--- config.mk ---
export PLATFORM = sky130hd
export DESIGN_NAME = point_sequencer
export DESIGN_NICKNAME = d
export VERILOG_FILES = /design/src/rtl/point_sequencer.sv
export SDC_FILE = /design/constraint.sdc
export NUM_CORES = 1
export LEC_CHECK = 0
export CORE_AREA = 10 10 62 64
export DETAILED_ROUTE_END_ITERATION = 12
export DIE_AREA = 0 0 72 74
export PLACE_DENSITY = 0.81
export SLEW_MARGIN = 20
export SYNTH_ARGS = -nofsm -noshare
export SYNTH_HDL_FRONTEND = slang
export SYNTH_SLANG_ARGS = --single-unit
--- constraint.sdc ---
create_clock -name clk -period 2.91 [get_ports clk]
set_clock_uncertainty 0.1 [all_clocks]
set_input_delay 0.582 -clock clk [delete_from_list [all_inputs] [get_ports clk]]
set_output_delay 0.582 -clock clk [all_outputs]
set_load 0.005 [all_outputs]
--- src/rtl/point_sequencer.sv ---
// Game-flow controller: walks each point through menu, serve countdown, rally, scoring and game over.
// Latency: start/POINT -> ball_reset 1 cycle, last tick -> serve 1 cycle, wall hit -> score 1 cycle.
// No backpressure: inputs are sampled every cycle; pulses are single-cycle and never stalled.
module point_sequencer #(
    parameter int WIN_SCORE         = 5,
    parameter int SERVE_DELAY_TICKS = 60,
    parameter int X_MIN             = 10,
    parameter int X_MAX             = 1013
) (
    input  logic        clk,
    input  logic        rst,
    input  logic        timing_tick,
    input  logic        start,
    input  logic        restart,
    input  logic [10:0] x_ball,
    output logic        still_graphic,
    output logic        ball_reset,
    output logic        serve,
    output logic        serve_dir,
    output logic [3:0]  player1_score,
    output logic [3:0]  player2_score,
    output logic        game_over
);

    localparam int CW = $clog2(SERVE_DELAY_TICKS + 1);

    localparam logic [CW-1:0] CNT_LOAD = CW'(SERVE_DELAY_TICKS);
    localparam logic [CW-1:0] CNT_ONE  = CW'(1);
    localparam logic [10:0]   XMIN     = 11'(X_MIN);
    localparam logic [10:0]   XMAX     = 11'(X_MAX);
    localparam logic [4:0]    WIN      = 5'(WIN_SCORE);

    localparam logic [2:0] ST_IDLE       = 3'd0;
    localparam logic [2:0] ST_SERVE_WAIT = 3'd1;
    localparam logic [2:0] ST_RALLY      = 3'd2;
    localparam logic [2:0] ST_POINT      = 3'd3;
    localparam logic [2:0] ST_GAME_OVER  = 3'd4;

    logic [2:0]    r_state;
    logic [CW-1:0] r_cnt;
    logic [3:0]    r_p1;
    logic [3:0]    r_p2;
    logic          r_ball_reset;
    logic          r_serve;
    logic          r_serve_dir;

    logic [3:0]    w_p1_inc;
    logic [3:0]    w_p2_inc;
    logic          w_win;

    // Saturating score increments and end-of-game detection
    always_comb begin
        w_p1_inc = (r_p1 == 4'hF) ? r_p1 : r_p1 + 4'd1;
        w_p2_inc = (r_p2 == 4'hF) ? r_p2 : r_p2 + 4'd1;
        w_win    = ({1'b0, r_p1} >= WIN) || ({1'b0, r_p2} >= WIN);
    end

    // Game FSM, countdown, scores and one-cycle control pulses
    always_ff @(posedge clk or negedge rst) begin
        if (!rst) begin
            r_state      <= ST_IDLE;
            r_cnt        <= '0;
            r_p1         <= 4'd0;
            r_p2         <= 4'd0;
            r_ball_reset <= 1'b0;
            r_serve      <= 1'b0;
            r_serve_dir  <= 1'b0;
        end else begin
            r_ball_reset <= 1'b0;
            r_serve      <= 1'b0;
            case (r_state)
                ST_IDLE: begin
                    if (start) begin
                        r_p1         <= 4'd0;
                        r_p2         <= 4'd0;
                        r_serve_dir  <= 1'b0;
                        r_cnt        <= CNT_LOAD;
                        r_ball_reset <= 1'b1;
                        r_state      <= ST_SERVE_WAIT;
                    end
                end
                ST_SERVE_WAIT: begin
                    if (timing_tick) begin
                        r_cnt <= r_cnt - CNT_ONE;
                        if (r_cnt == CNT_ONE) begin
                            r_serve <= 1'b1;
                            r_state <= ST_RALLY;
                        end
                    end
                end
                ST_RALLY: begin
                    // Left wall wins a tie so a bad X_MIN/X_MAX pair cannot score both sides
                    if (x_ball <= XMIN) begin
                        r_p2        <= w_p2_inc;
                        r_serve_dir <= 1'b0;
                        r_state     <= ST_POINT;
                    end else if (x_ball >= XMAX) begin
                        r_p1        <= w_p1_inc;
                        r_serve_dir <= 1'b1;
                        r_state     <= ST_POINT;
                    end
                end
                ST_POINT: begin
                    // Re-centring here moves the ball out of the goal zone before the next rally
                    if (w_win) begin
                        r_state <= ST_GAME_OVER;
                    end else begin
                        r_cnt        <= CNT_LOAD;
                        r_ball_reset <= 1'b1;
                        r_state      <= ST_SERVE_WAIT;
                    end
                end
                ST_GAME_OVER: begin
                    // Scores stay visible in the menu until the next start
                    if (restart) begin
                        r_state <= ST_IDLE;
                    end
                end
                default: begin
                    r_state <= ST_IDLE;
                end
            endcase
        end
    end

    // Freeze and game-over flags decode straight from the state register
    always_comb begin
        still_graphic = (r_state != ST_RALLY);
        game_over     = (r_state == ST_GAME_OVER);
    end

    assign ball_reset    = r_ball_reset;
    assign serve         = r_serve;
    assign serve_dir     = r_serve_dir;
    assign player1_score = r_p1;
    assign player2_score = r_p2;

endmodule

==> impl_metrics.env <==
export IMPL_ys_warnings_count=0
export IMPL_synthToLayoutAreaGrowth_pct=27.31
export IMPL_pre_cts_slack_ns=0.2391
export IMPL_clk_pin_slew_ns=0.11
export IMPL_required_ns=2.23
export IMPL_antenna_found_initial=0
export IMPL_holdPathStages=2
export IMPL_fp_row_count=19
export IMPL_clock_sinks=20
export IMPL_drt_initial_drc_count=45
export IMPL_final_hold_viol_count=0
export IMPL_grt_pass1_vias=1089
export IMPL_core_region_area_um2=2663
export IMPL_status="complete, no violations"
export IMPL_setup_violations=0
export IMPL_timing_rr_start="player2_score[0]"
export IMPL_hold_buffers=0
export IMPL_ys_flop_type="dfrtp_1"
export IMPL_final_area_um2=1587
export IMPL_critical_path_arrival_ns=1.80
export IMPL_cts_max_level=1
export IMPL_start_kind="flip-flop"
export IMPL_worst_r2r_endpoint="r_cnt[3]"
export IMPL_numCtsBuffers=3
export IMPL_ir_worst_vdd_mv=0.4051
export IMPL_nFillCells=233
export IMPL_ys_types=50
export IMPL_hold_path_class="reg -> reg"
export IMPL_drive_above_1_share_pct=6.918
export IMPL_die_w_um=72
export IMPL_period_minus_slack_ns=2.484
export IMPL_dr_pass1_iters=5
export IMPL_grt_ovfl_total=0
export IMPL_tightest_slew_ns=0.4810
export IMPL_grt_start_max_net_pins=21
export IMPL_drt_total_wl_um=2893
export IMPL_wl_per_cell_um=15.23
export IMPL_fmax_mhz=402.5
export IMPL_async_flop_share_pct=100.0
export IMPL_netlist_area_um2=1246
export IMPL_cts_root_buffer="clkbuf_4"
export IMPL_maxSlewHeadroom_pct=67.93
export IMPL_maxCapViolCount=0
export IMPL_fin_setup_tns_ns=0
export IMPL_synth_edf_count=0
export IMPL_gp_congestion=0.8172
export IMPL_startpoint="r_state[0]"
export IMPL_drc=0
export IMPL_vias_per_cell=5.684
export IMPL_hpwl_um=2302
export IMPL_synth_fp_nets=153
export IMPL_ios=29
export IMPL_num_vias=1080
export IMPL_fin_util_pct=59.59
export IMPL_r2r_cells=6
export IMPL_slew_viol_final=0
export IMPL_nets=185
export IMPL_seq_area_frac_synth_pct=40.16
export IMPL_rsz0062_at_grt="false"
export IMPL_cp_max_fo=10
export IMPL_critical_path_class="reg -> out"
export IMPL_worst_slack_ns=0.4256
export IMPL_syn_area_per_cell_um2=9.660
export IMPL_power_density_nw_per_um2=617.1
export IMPL_num_antenna_cells=0
export IMPL_port_buffers=28
export IMPL_ys_seq_elements=20
export IMPL_dieHeight_um=74
export IMPL_dieArea_um2=5328
export IMPL_cts_tree="done"
export IMPL_dpl_cell_area_um2=1564
export IMPL_fin_crit_sh_pct=85.37
export IMPL_post_cts_buffers=0
export IMPL_drtAntennaViolNets=0
export IMPL_cp_end_kind="primary output"
export IMPL_cts_resized=0
export IMPL_grt_pass1_wl_um=4843
export IMPL_p_leak_uw=0.0006360
export IMPL_min_to="serve_dir"
export IMPL_clkLatencyLatePin_ns=0.29
export IMPL_rrSetupSlack_ns=0.62
export IMPL_syn_inst=129
export IMPL_start_util_pct=46.80
export IMPL_min_delay_start="serve_dir"
export IMPL_grtUsageTotal_pct=10.91
export IMPL_clk_path_buf_depth=2
==> cells by family (layout without fill, tap and decap cells) <==
logic type	Yosys count	count (layout)	share of synthesized area, %
and+or+nand+nor	49	49	20.89
adders and majority gates	8	8	8.032
xor gates and xnor gates	3	3	2.109
AOI/OAI and AO/OA	29	29	18.17
buffers and inverters	14	44	4.618
DFF	20	20	40.16
muxes	6	6	6.024
==> worst max path at each step <==
stage	end	slack, ns	cells after the start
finish	still_graphic	0.43	3
global route	still_graphic	0.28	3
CTS	still_graphic	0.39	3
detailed placement	player1_score[1]	0.24	6
global placement	player1_score[1]	0.32	6
floorplan	r_cnt[3]	0.75	6
==> registers in the layout, summed over array words and instances (netlist names) <==
register and flops:
ball_reset 1, player1_score 4, player2_score 4, r_cnt 6, r_state 3, serve 1
serve_dir 1
==> where the power goes <==
part / switching (uW) / leakage, uW / internal, uW / total [uW]
Sequential: 90.1 / 0.000253 / 335 / 425
Clock: 81.3 / 0.0000138 / 48.1 / 129
Combinational: 205 / 0.000369 / 219 / 424
==> placed cells by master (no fill, tap or decap), drive strengths merged, types with 3 or more instances in the layout <==
cell and count:
clkdlybuf4s50 28, dfrtp 20, inv 11, nor2 10, nand2 10, ha 8
nor3 6, o21ai 5, nand3 4, mux2i 4, nand4 3, a211oi 3
nor4 3, nor4b 3, xnor2 3, a21o 3, clkbuf 3
==> layout make-up <==
type                            count  area, um2  share of cell area, %
Clock buffer                        3      22.52                  1.420
Inverter                           11      41.29                  2.603
Multi-Input combinational cell     95      688.2                  43.38
Sequential cell                    20      500.5                  31.55
Tap cell                           31      38.79                  2.445
Timing Repair Buffer               30      295.3                  18.61
==> cells in the mapped netlist, types with 2 or more instances <==
cell type	n	area (um2)
a211oi_1	3	22.52
a21o_1	3	22.52
dfrtp_1	20	500.5
ha_1	8	100.1
inv_1	10	37.54
mux2i_1	3	30.03
nand2_1	10	37.54
nand3_1	4	20.02
nand3b_1	2	15.01
nand4_1	3	18.77
nor2_1	10	37.54
nor3_1	6	30.03
nor4_1	3	18.77
nor4b_1	3	26.28
o21ai_0	3	15.01
o21ai_1	2	10.01
xnor2_1	3	26.28
==> critical path: stages, from the launching register on <==
cell and delay, ns:
dfrtp_1 0.54, nor2_1 0.29, nand2_1 0.17, clkdlybuf4s50_1 0.51
==> routing by layer <==
metal	wire length [um]	GRT usage, %	vias up
met5	0	0	-
met4	14	4.301	0
met3	165	3.191	2
met2	1502	18.43	20
met1	1210	12.75	518
li1	-	-	540
==> metrics by stage <==
stage / std cells / total power [uW] / hold slack (ns)
6_report: 190 / 979.1 / 0.4677
5_1_grt: 190 / 1060 / 0.5212
4_1_cts: 190 / 992.4 / 0.4679
3_5_place_dp: 187 / 858.9 / 0.4375
3_3_place_gp: 187 / 831.5 / 0.4242
2_1_floorplan: 129 / 701.5 / 0.1864
No activity file was read; power rests on OpenSTA's default activity.
